===== src/rtl/max_unpool2x2.sv =====
// Streaming 2x2 max-unpooling: one pooled row of {value, argmax} in, two
// full-resolution raster rows out, non-selected window positions zero-filled.
module max_unpool2x2 #(
    parameter int DATA_WIDTH = 32,
    parameter int OUT_W      = 8     // even, >= 2
) (
    input  logic                  clk,
    input  logic                  rst_n,
    input  logic                  in_valid,
    output logic                  in_ready,
    input  logic [DATA_WIDTH-1:0] in_data,
    input  logic [1:0]            in_idx,
    output logic                  out_valid,
    input  logic                  out_ready,
    output logic [DATA_WIDTH-1:0] out_data,
    output logic                  out_eol
);
    localparam int IN_COLS = OUT_W / 2;
    localparam int COL_W   = (IN_COLS > 1) ? $clog2(IN_COLS) : 1;
    localparam int DEPTH   = 1 << COL_W;
    localparam logic [COL_W-1:0] LAST_COL = COL_W'(IN_COLS - 1);

    typedef enum logic {TOP, BOT} state_t;

    state_t                  state, state_nxt;
    logic                    phase, phase_nxt;
    logic [COL_W-1:0]        col, col_nxt;
    logic                    slot_free;
    logic                    load;
    logic                    eol_nxt;
    logic                    wr_en;
    logic [DATA_WIDTH-1:0]   pix_nxt;

    // Row buffer: the bottom row is rebuilt from the same pooled samples.
    logic [DATA_WIDTH-1:0]   line_data [DEPTH];
    logic [1:0]              line_idx  [DEPTH];
    logic [DATA_WIDTH-1:0]   rd_data;
    logic [1:0]              rd_idx;

    assign slot_free = !out_valid || out_ready;
    assign rd_data   = line_data[col];
    assign rd_idx    = line_idx[col];

    always_ff @(posedge clk) begin
        if (wr_en) begin
            line_data[col] <= in_data;
            line_idx[col]  <= in_idx;
        end
    end

    always_ff @(posedge clk or negedge rst_n) begin
        if (!rst_n) begin
            state     <= TOP;
            phase     <= 1'b0;
            col       <= '0;
            out_valid <= 1'b0;
            out_data  <= '0;
            out_eol   <= 1'b0;
        end else begin
            state <= state_nxt;
            phase <= phase_nxt;
            col   <= col_nxt;
            if (slot_free) begin
                out_valid <= load;
                out_eol   <= load && eol_nxt;
                if (load) out_data <= pix_nxt;
            end
        end
    end

    always_comb begin
        state_nxt = state;
        phase_nxt = phase;
        col_nxt   = col;
        in_ready  = 1'b0;
        load      = 1'b0;
        wr_en     = 1'b0;
        eol_nxt   = 1'b0;
        pix_nxt   = '0;
        case (state)
            TOP: begin
                if (!phase) begin
                    in_ready = rst_n && slot_free;
                    if (in_valid && in_ready) begin
                        wr_en     = 1'b1;
                        load      = 1'b1;
                        pix_nxt   = (in_idx == 2'd0) ? in_data : '0;
                        phase_nxt = 1'b1;
                    end
                end else if (slot_free) begin
                    load      = 1'b1;
                    pix_nxt   = (rd_idx == 2'd1) ? rd_data : '0;
                    phase_nxt = 1'b0;
                    if (col == LAST_COL) begin
                        eol_nxt   = 1'b1;
                        col_nxt   = '0;
                        state_nxt = BOT;
                    end else begin
                        col_nxt = col + 1'b1;
                    end
                end
            end
            BOT: begin
                // phase doubles as the even/odd pixel selector within a window
                if (slot_free) begin
                    load = 1'b1;
                    if (!phase) begin
                        pix_nxt   = (rd_idx == 2'd2) ? rd_data : '0;
                        phase_nxt = 1'b1;
                    end else begin
                        pix_nxt   = (rd_idx == 2'd3) ? rd_data : '0;
                        phase_nxt = 1'b0;
                        if (col == LAST_COL) begin
                            eol_nxt   = 1'b1;
                            col_nxt   = '0;
                            state_nxt = TOP;
                        end else begin
                            col_nxt = col + 1'b1;
                        end
                    end
                end
            end
            default: state_nxt = TOP;
        endcase
    end
endmodule


===== config.mk =====
export PLATFORM = sky130hd
export DESIGN_NAME = max_unpool2x2
export DESIGN_NICKNAME = d
export VERILOG_FILES = /design/src/rtl/max_unpool2x2.sv
export SDC_FILE = /design/constraint.sdc
export NUM_CORES = 1
export LEC_CHECK = 0
export CORE_ASPECT_RATIO = 2
export CORE_MARGIN = 8
export CORE_UTILIZATION = 61
export DETAILED_ROUTE_END_ITERATION = 10
export PLACE_DENSITY = 0.84
export SYNTH_ARGS = -nofsm -noshare
export SYNTH_HDL_FRONTEND = slang
export SYNTH_SLANG_ARGS = --single-unit

===== constraint.sdc =====
create_clock -name clk -period 6.7 [get_ports clk]
set_input_delay 1.34 -clock clk [delete_from_list [all_inputs] [get_ports clk]]
set_output_delay 1.34 -clock clk [all_outputs]
set_load 0.05 [all_outputs]

==> results by group <==
Synthesis
  – Distinct cells, synth: 34
  – Post-synthesis net count: 453
  – Synth Register Bits: 174
  – Synthesized area per cell: 18.2 µm²
  – Post-synthesis simple-gate area fraction: 7.57%
  – Ys Warns: 0
  – Mapped Cells: 411
  – Synthesized area: 0.00747 mm²
  – Mux cell area share after synthesis: 10.8%
  – Largest family of logic cells by synthesized area: multiplexers
  – Synth Area in XOR/XNOR: 0.486%
  – Seq/Total Area, Yosys: 67.4%
  – Adder-cell share of the synthesized area: 0.670%
  – Compound-Gate Fraction of Synth Area: 9.75%

Route
  – TritonRoute pass-1 iters: 4
  – First DRT Iteration DRCs: 390
  – Total Wirelength: 17.4 mm
  – Detail Route Antenna Nets: 0
  – Routed wire per std cell: 27.5 µm
  – DRC viols: 0
  – Avg Vias per Cell: 6.82
  – Vias: 4332

Clock tree
  – # H-tree levels: 4
  – # resized after CTS: 0
  – Hold bufs inserted after CTS: 0
  – CTS buffer count: 17
  – Max clock buf depth: 2
  – Latest clock arrival within the worst-skew pair: 0.42 ns
  – Postcts setup bufs: 0
  – TritonCTS Sinks: 174
  – Clk pin slew, worst setup/hold paths: 0.06 ns
  – CTS tree: done
  – Root Buffer: clkbuf_16

STA
  – Finish-stage setup viols: 0
  – Hold Violations, Final: 0
  – Max-slew violation count: 0
  – Clk_skew: 0.00941 ns
  – Final Critical Period: 4.41 ns
  – Fmax: 227 MHz
  – Final WS setup: 2.29 ns
  – Tcrit/Tclk final: 65.7%
  – Setup TNS Final: 0 ns
  – RSZ-0062 raised after global routing: false
  – Slew headroom: 28.6%
  – Slew @ Worst Pin: 1.07 ns

Cells and area
  – FF/Latch Area: 0.00504 mm²
  – Nets: 518
  – Fillers: 718
  – Share of post-route cells with drive strength above 1: 29.7%
  – Most frequent cells in the layout: edfxtp_1 (136), clkdlybuf4s50_1 (71), nand2_1 (37)
  – Antenna diode count: 0
  – Commonest non-fill, non-tap cell in the layout: edfxtp_1
  – Multi-input gate area: 0.00220 mm²
  – Layout area overhead: 16.9%

Run
  – Maxcap violations: 0

Status
  – Status: finished, final reports clean

Global route
  – Pin count of the biggest net entering global routing: 43
  – Remaining Overflow, GRT: 0
  – Antenna violations before repair: 0
  – Total Routing Usage GR: 22.5%
  – First-pass GRT wire length: 27.1 mm
  – Vias in the first global route: 4708

Floorplanning
  – Num rows: 57
  – Die width: 94.3 µm
  – Die area: 0.0163 mm²
  – CORE AREA: 0.0121 mm²
  – Chip height: 173 µm
  – Initial Util: 62.0%
  – Io pins: 73

Critical path
  – Critical Path Sink Type: primary output
  – Worst r2r src: state
  – Critical path origin: out_ready
  – Crit Path Class: primary input to primary output
  – Req. time, crit path: 5.36 ns
  – Worst reg-to-reg setup slack: 3.62 ns
  – CP Max Fanout: 8
  – Crit path DAT: 3.07 ns
  – CP Launch Type: primary input

Placed design
  – I/O Buffers: 72
  – Setup WS pre-CTS: 2.28 ns
  – Global placement routability congestion: 0.751
  – Detailed Place HPWL: 10.1 mm

Pwr
  – Pwr Density: 407 mW/mm²
  – Lkg Pwr: 3.00 nW
  – VDD IR max: 0.416 mV

Hold path
  – Hold crit path type: flop to flop
  – HP Start: out_eol
## worst max-delay path, cell delays in order
cell and delay [ns]:
clkdlybuf4s50_1 0.48, nand2b_1 0.23, and3_1 0.20, clkdlybuf4s50_1 0.82
## area by class of cell
class / instances / area share (%)
sequential: 174 / 57.7
clock inverter: 13 / 1.15
timing repair buffer: 80 / 8.88
clock buffer: 18 / 4.91
multi-input combinational: 201 / 25.2
inverter: 2 / 0.0859
tap: 147 / 2.11
## power by group
part           internal (mW)  switching, mW
sequential              1.27          0.133
clock                  0.503          0.395
combinational          0.471          0.781
total                   2.25           1.31
## Yosys cell counts
cell type,number,area (µm²)
edfxtp_1,136,4080
dfrtp_1,38,951
nand2_1,37,139
mux4_2,34,766
a32oi_1,32,280
o211ai_2,31,388
nand3_2,30,300
buf_6,13,146
clkbuf_1,13,48.8
and2_1,6,37.5
buf_2,5,25.0
ha_1,4,50.1
buf_4,3,22.5
mux2i_1,3,30.0
nand3_1,3,15.0
a21o_1,2,15.0
and3_1,2,12.5
nor2_1,2,7.51
nor3_1,2,10.0
a2111oi_2,1,15.0
a211o_1,1,8.76
a21oi_1,1,5.00
a21oi_2,1,8.76
and4_1,1,8.76
inv_1,1,3.75
inv_2,1,3.75
mux2_2,1,11.3
nand2b_1,1,6.26
nand3b_1,1,7.51
nor2b_1,1,6.26
nor4b_2,1,15.0
o211ai_1,1,7.51
xnor2_1,1,8.76
xnor2_4,1,27.5
## layer usage
layer,vias to the layer above,track usage [%],wire length (µm)
met5,-,0,0
met4,0,11.7,697
met3,53,5.02,1170
met2,228,37.1,9410
met1,2244,26.5,6170
li1,1807,-,-
## state kept, by name (all words and copies together), names as in the netlist
register and cells:
line_data 128, out_data 32, line_idx 8, col 2, out_eol 1, out_valid 1
phase 1, state 1
## through the flow
| stage | util, % | instance area, µm² | power (mW) | hold WS, ns | std cells |
|---|---|---|---|---|---|
| 2_1_floorplan | - | 7470 | 2.38 | 0.575 | 411 |
| 3_3_place_gp | 68.1 | 8210 | 2.63 | 0.476 | 604 |
| 3_5_place_dp | 68.1 | 8210 | 2.66 | 0.476 | 604 |
| 4_1_cts | 72.5 | 8740 | 3.57 | 0.501 | 635 |
| 5_1_grt | 72.5 | 8740 | 3.69 | 0.520 | 635 |
| 6_report | 72.5 | 8740 | 3.56 | 0.499 | 635 |
## logic make-up (layout without fill, tap and decap cells)
| kind of cell | count (synthesis) | count (layout) |
|---|---|---|
| flip-flops | 174 | 174 |
| AND/OR/NAND/NOR | 87 | 87 |
| AO/OA/AOI/OAI | 70 | 70 |
| multiplexers | 38 | 38 |
| buffers and inverters | 36 | 113 |
| adder cells (fa/ha/maj) | 4 | 4 |
| XOR/XNOR | 2 | 2 |
## path summary, 6_finish.rpt
kind,to,cells after the start
max in group asynchronous,col[1],2
min,out_eol,2
min reg2reg,out_eol,2
max reg2reg,line_data[3][5],4
max,in_ready,4
min in group asynchronous,out_data[25],1
Power figures use the tool's default switching activity.
